[config.mk]
export PLATFORM = sky130hd
export DESIGN_NAME = ascon_p_engine
export DESIGN_NICKNAME = d
export VERILOG_FILES = /design/src/rtl/ascon_pkg.sv /design/src/rtl/ascon_round.sv /design/src/rtl/ascon_p_engine.sv
export SDC_FILE = /design/constraint.sdc
export NUM_CORES = 2
export LEC_CHECK = 0
export BUFFER_PORTS_ARGS = -buffer_cell sky130_fd_sc_hd__clkbuf_2
export CORE_UTILIZATION = 49
export DETAILED_ROUTE_END_ITERATION = 10
export HOLD_SLACK_MARGIN = 0.03
export PLACE_DENSITY_LB_ADDON = 0.12
export REMOVE_ABC_BUFFERS = 1
export SYNTH_ARGS = -nofsm -noshare
export SYNTH_HDL_FRONTEND = slang
export SYNTH_SLANG_ARGS = --single-unit
export TNS_END_PERCENT = 10
[constraint.sdc]
create_clock -name clk -period 2.5 [get_ports clk]
set_input_delay 0.375 -clock clk [delete_from_list [all_inputs] [get_ports clk]]
set_output_delay 0.375 -clock clk [all_outputs]
set_load 0.005 [all_outputs]
[src/rtl/ascon_pkg.sv]
// Shared constants, types and helpers for the sequenced Ascon permutation engine.
package ascon_pkg;
   localparam int LANE_W    = 64;
   localparam int NUM_LANES = 5;
   localparam int STATE_W   = NUM_LANES * LANE_W;
   localparam int NUM_RND   = 12;

   localparam logic [3:0] RND_12 = 4'd12;
   localparam logic [3:0] RND_8  = 4'd8;
   localparam logic [3:0] RND_6  = 4'd6;

   typedef enum logic [1:0] {IDLE, RUN, DONE} fsm_t;

   // x0 occupies the MSBs of the flat state vector
   typedef struct packed {
      logic [LANE_W-1:0] x0;
      logic [LANE_W-1:0] x1;
      logic [LANE_W-1:0] x2;
      logic [LANE_W-1:0] x3;
      logic [LANE_W-1:0] x4;
   } ascon_state_t;

   function automatic int lane_lo(input int k);
      return STATE_W - LANE_W * (k + 1);
   endfunction

   function automatic logic [LANE_W-1:0] rc(input logic [3:0] i);
      return {56'h0, 4'hF - i, i};
   endfunction

   function automatic logic [LANE_W-1:0] ror(input logic [LANE_W-1:0] v, input int unsigned n);
      return (v >> n) | (v << (LANE_W - n));
   endfunction
endpackage

[src/rtl/ascon_round.sv]
// One combinational Ascon round: constant addition, bitsliced S-box, linear diffusion.
module ascon_round
   import ascon_pkg::*;
(
   input  logic [3:0]         idx,
   input  logic [STATE_W-1:0] s_in,
   output logic [STATE_W-1:0] s_out
);
   ascon_state_t a, b, c;
   logic [LANE_W-1:0] t0, t1, t2, t3, t4;

   always_comb begin
      a    = s_in;
      a.x2 = a.x2 ^ rc(idx);

      b    = a;
      b.x0 = b.x0 ^ b.x4;
      b.x4 = b.x4 ^ b.x3;
      b.x2 = b.x2 ^ b.x1;
      t0   = ~b.x0 & b.x1;
      t1   = ~b.x1 & b.x2;
      t2   = ~b.x2 & b.x3;
      t3   = ~b.x3 & b.x4;
      t4   = ~b.x4 & b.x0;
      b.x0 = b.x0 ^ t1;
      b.x1 = b.x1 ^ t2;
      b.x2 = b.x2 ^ t3;
      b.x3 = b.x3 ^ t4;
      b.x4 = b.x4 ^ t0;
      b.x1 = b.x1 ^ b.x0;
      b.x0 = b.x0 ^ b.x4;
      b.x3 = b.x3 ^ b.x2;
      b.x2 = ~b.x2;

      c.x0 = b.x0 ^ ror(b.x0, 19) ^ ror(b.x0, 28);
      c.x1 = b.x1 ^ ror(b.x1, 61) ^ ror(b.x1, 39);
      c.x2 = b.x2 ^ ror(b.x2, 1)  ^ ror(b.x2, 6);
      c.x3 = b.x3 ^ ror(b.x3, 10) ^ ror(b.x3, 17);
      c.x4 = b.x4 ^ ror(b.x4, 7)  ^ ror(b.x4, 41);
      s_out = c;
   end
endmodule

[src/rtl/ascon_p_engine.sv]
// Multi-cycle Ascon p^a engine with valid/ready in and out; UNROLL rounds per clock.
module ascon_p_engine
   import ascon_pkg::*;
#(
   parameter int BW     = 64,
   parameter int UNROLL = 1
) (
   input  logic            clk,
   input  logic            rstn,
   input  logic            in_valid,
   output logic            in_ready,
   input  logic [5*BW-1:0] in_state,
   input  logic [3:0]      in_rounds,
   output logic            out_valid,
   input  logic            out_ready,
   output logic [5*BW-1:0] out_state,
   output logic            busy,
   output logic            err
);
   fsm_t                        fsm;
   logic [STATE_W-1:0]          st_q;
   logic [3:0]                  idx_q;
   logic [UNROLL:0][STATE_W-1:0] chain;
   logic                        rdy, acc, legal;
   logic [3:0]                  start;
   logic [4:0]                  nxt_idx;

   assign legal   = in_rounds inside {RND_12, RND_8, RND_6};
   assign start   = legal ? (4'd12 - in_rounds) : 4'd0;
   assign nxt_idx = {1'b0, idx_q} + 5'(UNROLL);

   // A finishing result and a new request can trade places in the same cycle
   assign rdy       = (fsm == IDLE) | ((fsm == DONE) & out_ready);
   assign acc       = in_valid & rdy;
   assign in_ready  = rstn & rdy;
   assign out_state = st_q;

   assign chain[0] = st_q;
   for (genvar g = 0; g < UNROLL; g++) begin : g_rnd
      ascon_round u_round (
         .idx   (idx_q + 4'(g)),
         .s_in  (chain[g]),
         .s_out (chain[g+1])
      );
   end

   always_ff @(posedge clk or negedge rstn) begin
      if (!rstn) begin
         fsm       <= IDLE;
         st_q      <= '0;
         idx_q     <= '0;
         out_valid <= 1'b0;
         busy      <= 1'b0;
         err       <= 1'b0;
      end else begin
         err <= 1'b0;
         unique case (fsm)
            IDLE, DONE: begin
               if (acc) begin
                  st_q      <= in_state;
                  idx_q     <= start;
                  err       <= ~legal;
                  fsm       <= RUN;
                  out_valid <= 1'b0;
                  busy      <= 1'b1;
               end else if ((fsm == DONE) && out_ready) begin
                  fsm       <= IDLE;
                  out_valid <= 1'b0;
               end
            end
            RUN: begin
               st_q  <= chain[UNROLL];
               idx_q <= nxt_idx[3:0];
               if (nxt_idx >= 5'(NUM_RND)) begin
                  fsm       <= DONE;
                  out_valid <= 1'b1;
                  busy      <= 1'b0;
               end
            end
            default: fsm <= IDLE;
         endcase
      end
   end
endmodule

Word level (Yosys, flattened, before mapping)

Cells that the tools add are included.

Memories: 0
Output and inout bits: 324
Memory bits (read-only): 0
Bits in latches: 0
Bits in registers: 329
Memory bits (writable): 0

Shift-type cells: 0
$add $sub $neg: 3
Multiplexer cells: 18
Reduce and logical (&&, ||, !) cells: 9
$lt $le $gt $ge: 1
Equal/unequal tests: 8
Divide/modulo/power cells: 0
Bitwise gates (word level): 48
Multiply operators: 0

Operator list:

| kind                                        | count |
|---|---|
| bitwise XOR 64 bit                          | 21 |
| one-hot mux 320 bit (2 select lines)        | 1 |
| NOT 64 bit                                  | 6 |
| AND 64 bit                                  | 5 |
| two-way mux 320 bit                         | 1 |
| OR 23 x 64 -> 64 bit                        | 1 |
| OR 25 x 64 -> 64 bit                        | 1 |
| OR 3 x 64 -> 64 bit                         | 1 |
| OR 36 x 64 -> 64 bit                        | 1 |
| OR 45 x 64 -> 64 bit                        | 1 |
| OR 47 x 64 -> 64 bit                        | 1 |
| OR 54 x 64 -> 64 bit                        | 1 |
| OR 57 x 64 -> 64 bit                        | 1 |
| OR 58 x 64 -> 64 bit                        | 1 |
| OR 63 x 64 -> 64 bit                        | 1 |
| bitwise XOR 64 x 8 -> 64 bit                | 1 |
| == test 4 bit, second input constant        | 2 |
| two-way mux 4 bit                           | 2 |
| one-hot mux 4 bit (2 select lines)          | 1 |
| subtractor 4 bit, first input constant      | 2 |
| two-way mux 1 bit                           | 7 |
| two-way mux 2 bit                           | 3 |
| AND reduction 3 bit                         | 2 |
| adder 4 x 1 -> 5 bit, second input constant | 1 |
| 17 further kinds                            | 22 |

Longest topological paths before layout

Depth in word-level cells: 11
Depth in mapped cells: 8
Depth with buffers taken out: 7

By module

From an unflattened synthesis, not the netlist that was laid out.

Cell total of the unflattened synthesis: 3009
Area, all modules: 35749.3 µm²

Modules (own cells, without submodules):

| module         | instances | area each (µm²) | cells an instance |
|---|---|---|---|
| ascon_p_engine | 1         | 19841.5         | 1412 |
| ascon_round    | 1         | 15907.8         | 1597 |

Worst setup path before layout

No wires, ideal clock.

Kind: reg-to-reg
From: register st_q[231], in the netlist out_state[231]
To: register st_q[86], in the netlist out_state[86]
Data arrival time: 2074 ps
Data required time: 2374 ps
Library setup time: 126 ps
Cell stages (with the launch flop): 7
Buffers on the path: 0
Slack: 300 ps
Cells stage by stage: dfrtp_1 inv_1 ha_1 xnor2_1 xnor2_1 xnor3_1 a221o_1

Longest elaborated chain between the ends: 6

RTL lines:

| what                                 | RTL line             | source |
|---|---|---|
| start, declared                      | ascon_p_engine.sv:21 | `logic [STATE_W-1:0] st_q;` |
| start signal, assigned               | ascon_p_engine.sv:60 | `st_q <= in_state;` |
| start signal, assigned               | ascon_p_engine.sv:72 | `st_q <= chain[UNROLL];` |
| bitwise XOR 64 bit                   | ascon_round.sv:19    | `b.x2 = b.x2 ^ b.x1;` |
| bitwise XOR 64 bit                   | ascon_round.sv:27    | `b.x2 = b.x2 ^ t3;` |
| bitwise XOR 64 bit                   | ascon_round.sv:32    | `b.x3 = b.x3 ^ b.x2;` |
| OR 47 x 64 -> 64 bit                 | ascon_pkg.sv:32      | `return (v >> n) \| (v << (LANE_W - n));` |
| bitwise XOR 64 bit                   | ascon_round.sv:38    | `c.x3 = b.x3 ^ ror(b.x3, 10) ^ ror(b.x3, 17);` |
| one-hot mux 320 bit (2 select lines) | ascon_p_engine.sv:57 | `unique case (fsm)` |

No other way between the ends.
A chain may end at the register's enable or synchronous reset.

Worst setup path in the final report

From: register st_q[121], in the netlist out_state[121]
To: register st_q[294], in the netlist out_state[294]

Longest elaborated chain between the ends: 7

RTL lines:

| what                                 | RTL line             | source |
|---|---|---|
| bitwise XOR 64 bit                   | ascon_round.sv:18    | `b.x4 = b.x4 ^ b.x3;` |
| bitwise XOR 64 bit                   | ascon_round.sv:29    | `b.x4 = b.x4 ^ t0;` |
| bitwise XOR 64 bit                   | ascon_round.sv:31    | `b.x0 = b.x0 ^ b.x4;` |
| OR 45 x 64 -> 64 bit                 | ascon_pkg.sv:32      |  |
| bitwise XOR 64 bit (2 in a row)      | ascon_round.sv:35    | `c.x0 = b.x0 ^ ror(b.x0, 19) ^ ror(b.x0, 28);` |
| one-hot mux 320 bit (2 select lines) | ascon_p_engine.sv:57 |  |

No other way between the ends.

==> flow_metrics.env <==
export IMPL_totalWireLength_um=154000
export IMPL_crit_chain="inv_1 -> ha_1 -> xor2_1 -> xnor2_2 -> xnor3_2 -> o21ai_0"
export IMPL_cts_max_level=2
export IMPL_ys_seq_elements=329
export IMPL_outcome="finished, violations left"
export IMPL_fmax_mhz=393
export IMPL_post_route_util=0.651
export IMPL_rsz0062_at_grt="yes"
export IMPL_fp_dieH_um=251
export IMPL_first_global_vias=28200
export IMPL_synth_area_per_cell_sq_um=10.3
export IMPL_r2r_start="out_state[121]$_DFFE_PN0P_"
export IMPL_fp_dieArea_sq_um=62900
export IMPL_yosysSeqAreaShare=0.271
export IMPL_setup_viol=3
export IMPL_stdcell_area_sq_um=39600
export IMPL_min_delay_start="in_state[268]"
export IMPL_synth_cell_area_sq_um=30300
export IMPL_synth_edf_count=0
export IMPL_gp_congestion=1.06
export IMPL_area_delta_synth_final_pct=30.5
export IMPL_synth_cells=2949
export IMPL_overflow=0
export IMPL_timing_final_crit_share=1.02
export IMPL_crit_type="reg -> reg"
export IMPL_coreArea_sq_um=60800
export IMPL_clockBufferDepth=3
export IMPL_start_util=0.499
export IMPL_max_cap_violations=0
export IMPL_cts_sinks=329
export IMPL_final_cells=4809
export IMPL_clk_latency_ns=0.60
export IMPL_die_x_um=251
export IMPL_cpPeakStageDelay_ns=0.60
export IMPL_fin_nets=4454
export IMPL_drtIter0Drc=3594
export IMPL_grt_pass1_wl_um=210000
export IMPL_drcViolationCount=0
export IMPL_wl_per_cell_um=32.0
export IMPL_finClkSkew_ns=0.0216
export IMPL_cp_max_fo=6
export IMPL_post_place_ws_ns=-0.224
export IMPL_grt_usage=0.482
export IMPL_dp_cells=4697
export IMPL_vias=29100
export IMPL_cp_arrival_ns=3.05
export IMPL_min_period_ns=2.54
export IMPL_crit_start="out_state[121]$_DFFE_PN0P_"
export IMPL_ys_top_cells_by_area="dfrtp_1 27%, xnor3_1 19%, xnor2_1 10%"
export IMPL_grt_max_degree=83
export IMPL_hp_class="in -> reg"
export IMPL_synth_largest_area_cell="dfrtp_1"
export IMPL_nFillCells=5041
export IMPL_drive_gt1_frac=0.321
export IMPL_numCtsBuffers=43
export IMPL_slew_violations=0
export IMPL_cts_root_buf="clkbuf_16"
export IMPL_synthArstFlopShare=1.00
export IMPL_endpoint_kind="flop"
export IMPL_pin_count=652
export IMPL_final_hold_viol_count=0
export IMPL_worstPathRequired_ns=3.01
export IMPL_placement_io_buffers=651
export IMPL_hpwlAfterDp_um=126000
export IMPL_ant_nets=0
export IMPL_antenna_found_initial=6
export IMPL_viasPerCell=6.05
export IMPL_cts_setup_buffers=0
export IMPL_tightest_slew_ns=0.913
export IMPL_fin_ws_ns=-0.0447
export IMPL_firstDrtPassIters=7
export IMPL_synth_top_cell_area_share=0.271
export IMPL_cts_tree="yes"
export IMPL_worstSetupStartpointType="flop"
export IMPL_critPathSlowestCell="xnor3_2"
export IMPL_core_rowCount=90
export IMPL_ys_flop_type="dfrtp_1"
export IMPL_path_clk_slew_ns=0.06
export IMPL_maxSlewHeadroom=0.385
export IMPL_violations="negative setup slack"
export IMPL_yosys_warnings=0
export IMPL_placed_area_sq_um=37700
export IMPL_synth_cell_types=39
## cell usage in the layout, fill, tap and decap left out, drive strengths merged
master,instances
mux2,4
nand3,31
diode,2
xnor2,443
xor2,206
a211oi,46
nor3b,1
and2,2
bufinv,5
nor3,1
nand2,247
nor2,183
o221ai,2
o31ai,3
clkinv,12
nor2b,23
clkbuf,707
o21ai,289
a21boi,1
dfrtp,329
inv,167
o211ai,19
and3,54
a22oi,87
a21o,25
mux2i,66
maj3,31
ha,132
nand2b,1
xnor3,250
xor3,6
a221o,8
a21oi,127
a222oi,1
buf,441
dlygate4sd3,34
a31oi,41
## worst paths after layout
check | end | depth (start not counted) | slack [ns]
setup reg to reg | out_state[294]$_DFFE_PN0P_ | 6 | -0.04
hold reg to reg | busy$_DFFE_PN0P_ | 1 | 0.49
min in group asynchronous | busy$_DFFE_PN0P_ | 2 | 0.28
hold / removal | out_state[268]$_DFFE_PN0P_ | 3 | 0.04
max in group asynchronous | out_state[291]$_DFFE_PN0P_ | 3 | 1.24
setup / recovery | out_state[294]$_DFFE_PN0P_ | 6 | -0.04
## critical path: cells and delay by family (launching register included)
family,cells,cell delay (ns)
buf+inv,1,0.12
compound gates,1,0.19
flops,1,0.55
xor+xnor,3,1.25
fa+ha+maj,1,0.34
## cell type report
type / count / area (sq um) / share of cell area
well taps: 782 / 978 / 0.0247
diodes: 2 / 5.00 / 0.000126
repair buffers: 1125 / 7200 / 0.182
multi-input cells: 2330 / 21100 / 0.533
clock inverters: 19 / 228 / 0.00575
clock buffers: 57 / 1230 / 0.0310
inverters: 165 / 619 / 0.0156
flip-flops and latches: 329 / 8230 / 0.208
## synthesized netlist by cell type, drive strengths merged, types with 48 or more instances
| master | instances |
|---|---|
| xnor2 | 443 |
| inv | 165 |
| xnor3 | 250 |
| clkbuf | 77 |
| nor2 | 183 |
| nand2 | 247 |
| a22oi | 87 |
| o21ai | 289 |
| xor2 | 206 |
| mux2i | 66 |
| dfrtp | 329 |
| buf | 48 |
| a21oi | 127 |
| ha | 132 |
| and3 | 54 |
## registers in the layout (all words and copies together) (netlist names)
register   flops
idx_q          4
out_valid      1
busy           1
err            1
fsm            2
out_state    320
## per-layer routing
layer  global-route usage  part of all wire  vias up  routed length [um]
met3                0.140              0.12      496               19200
met1                0.602              0.36    14300               55500
met5                    0           0.00024        -                  37
met4                0.313             0.079        6               12100
li1                     -                 -    12200                   -
met2                0.731              0.44     2054               67000
## what timing repair did
action / in CTS / in global routing
gates resized for setup: 6 / 7
cloned: 0 / 0
endpoints found under the setup margin: 12 / 14
hold endpoints to repair: 63 / 0
pin swaps: 1 / 0
hold buffers: 34 / 0
## stage by stage
| stage | hold WS, ns | setup TNS, ns |
|---|---|---|
| finish | 0.0355 | -0.101 |
| global route | 0.0506 | -0.0650 |
| CTS | 0.0309 | 0 |
| detailed placement | 0.290 | -0.549 |
| global placement | 0.293 | -0.695 |
| floorplan | 0.0794 | -2365.81 |
## cell families after synthesis
kind of cell / count (synthesis) / share of synthesized area
flops: 329 / 0.271
xor+xnor: 905 / 0.402
simple gates: 543 / 0.0752
mux: 70 / 0.0233
compound gates: 649 / 0.125
buf+inv: 290 / 0.0375
fa+ha+maj: 163 / 0.0650
Power is not shown: default switching activity piles up to over one toggle a cycle in this logic, so the estimate is an artifact.
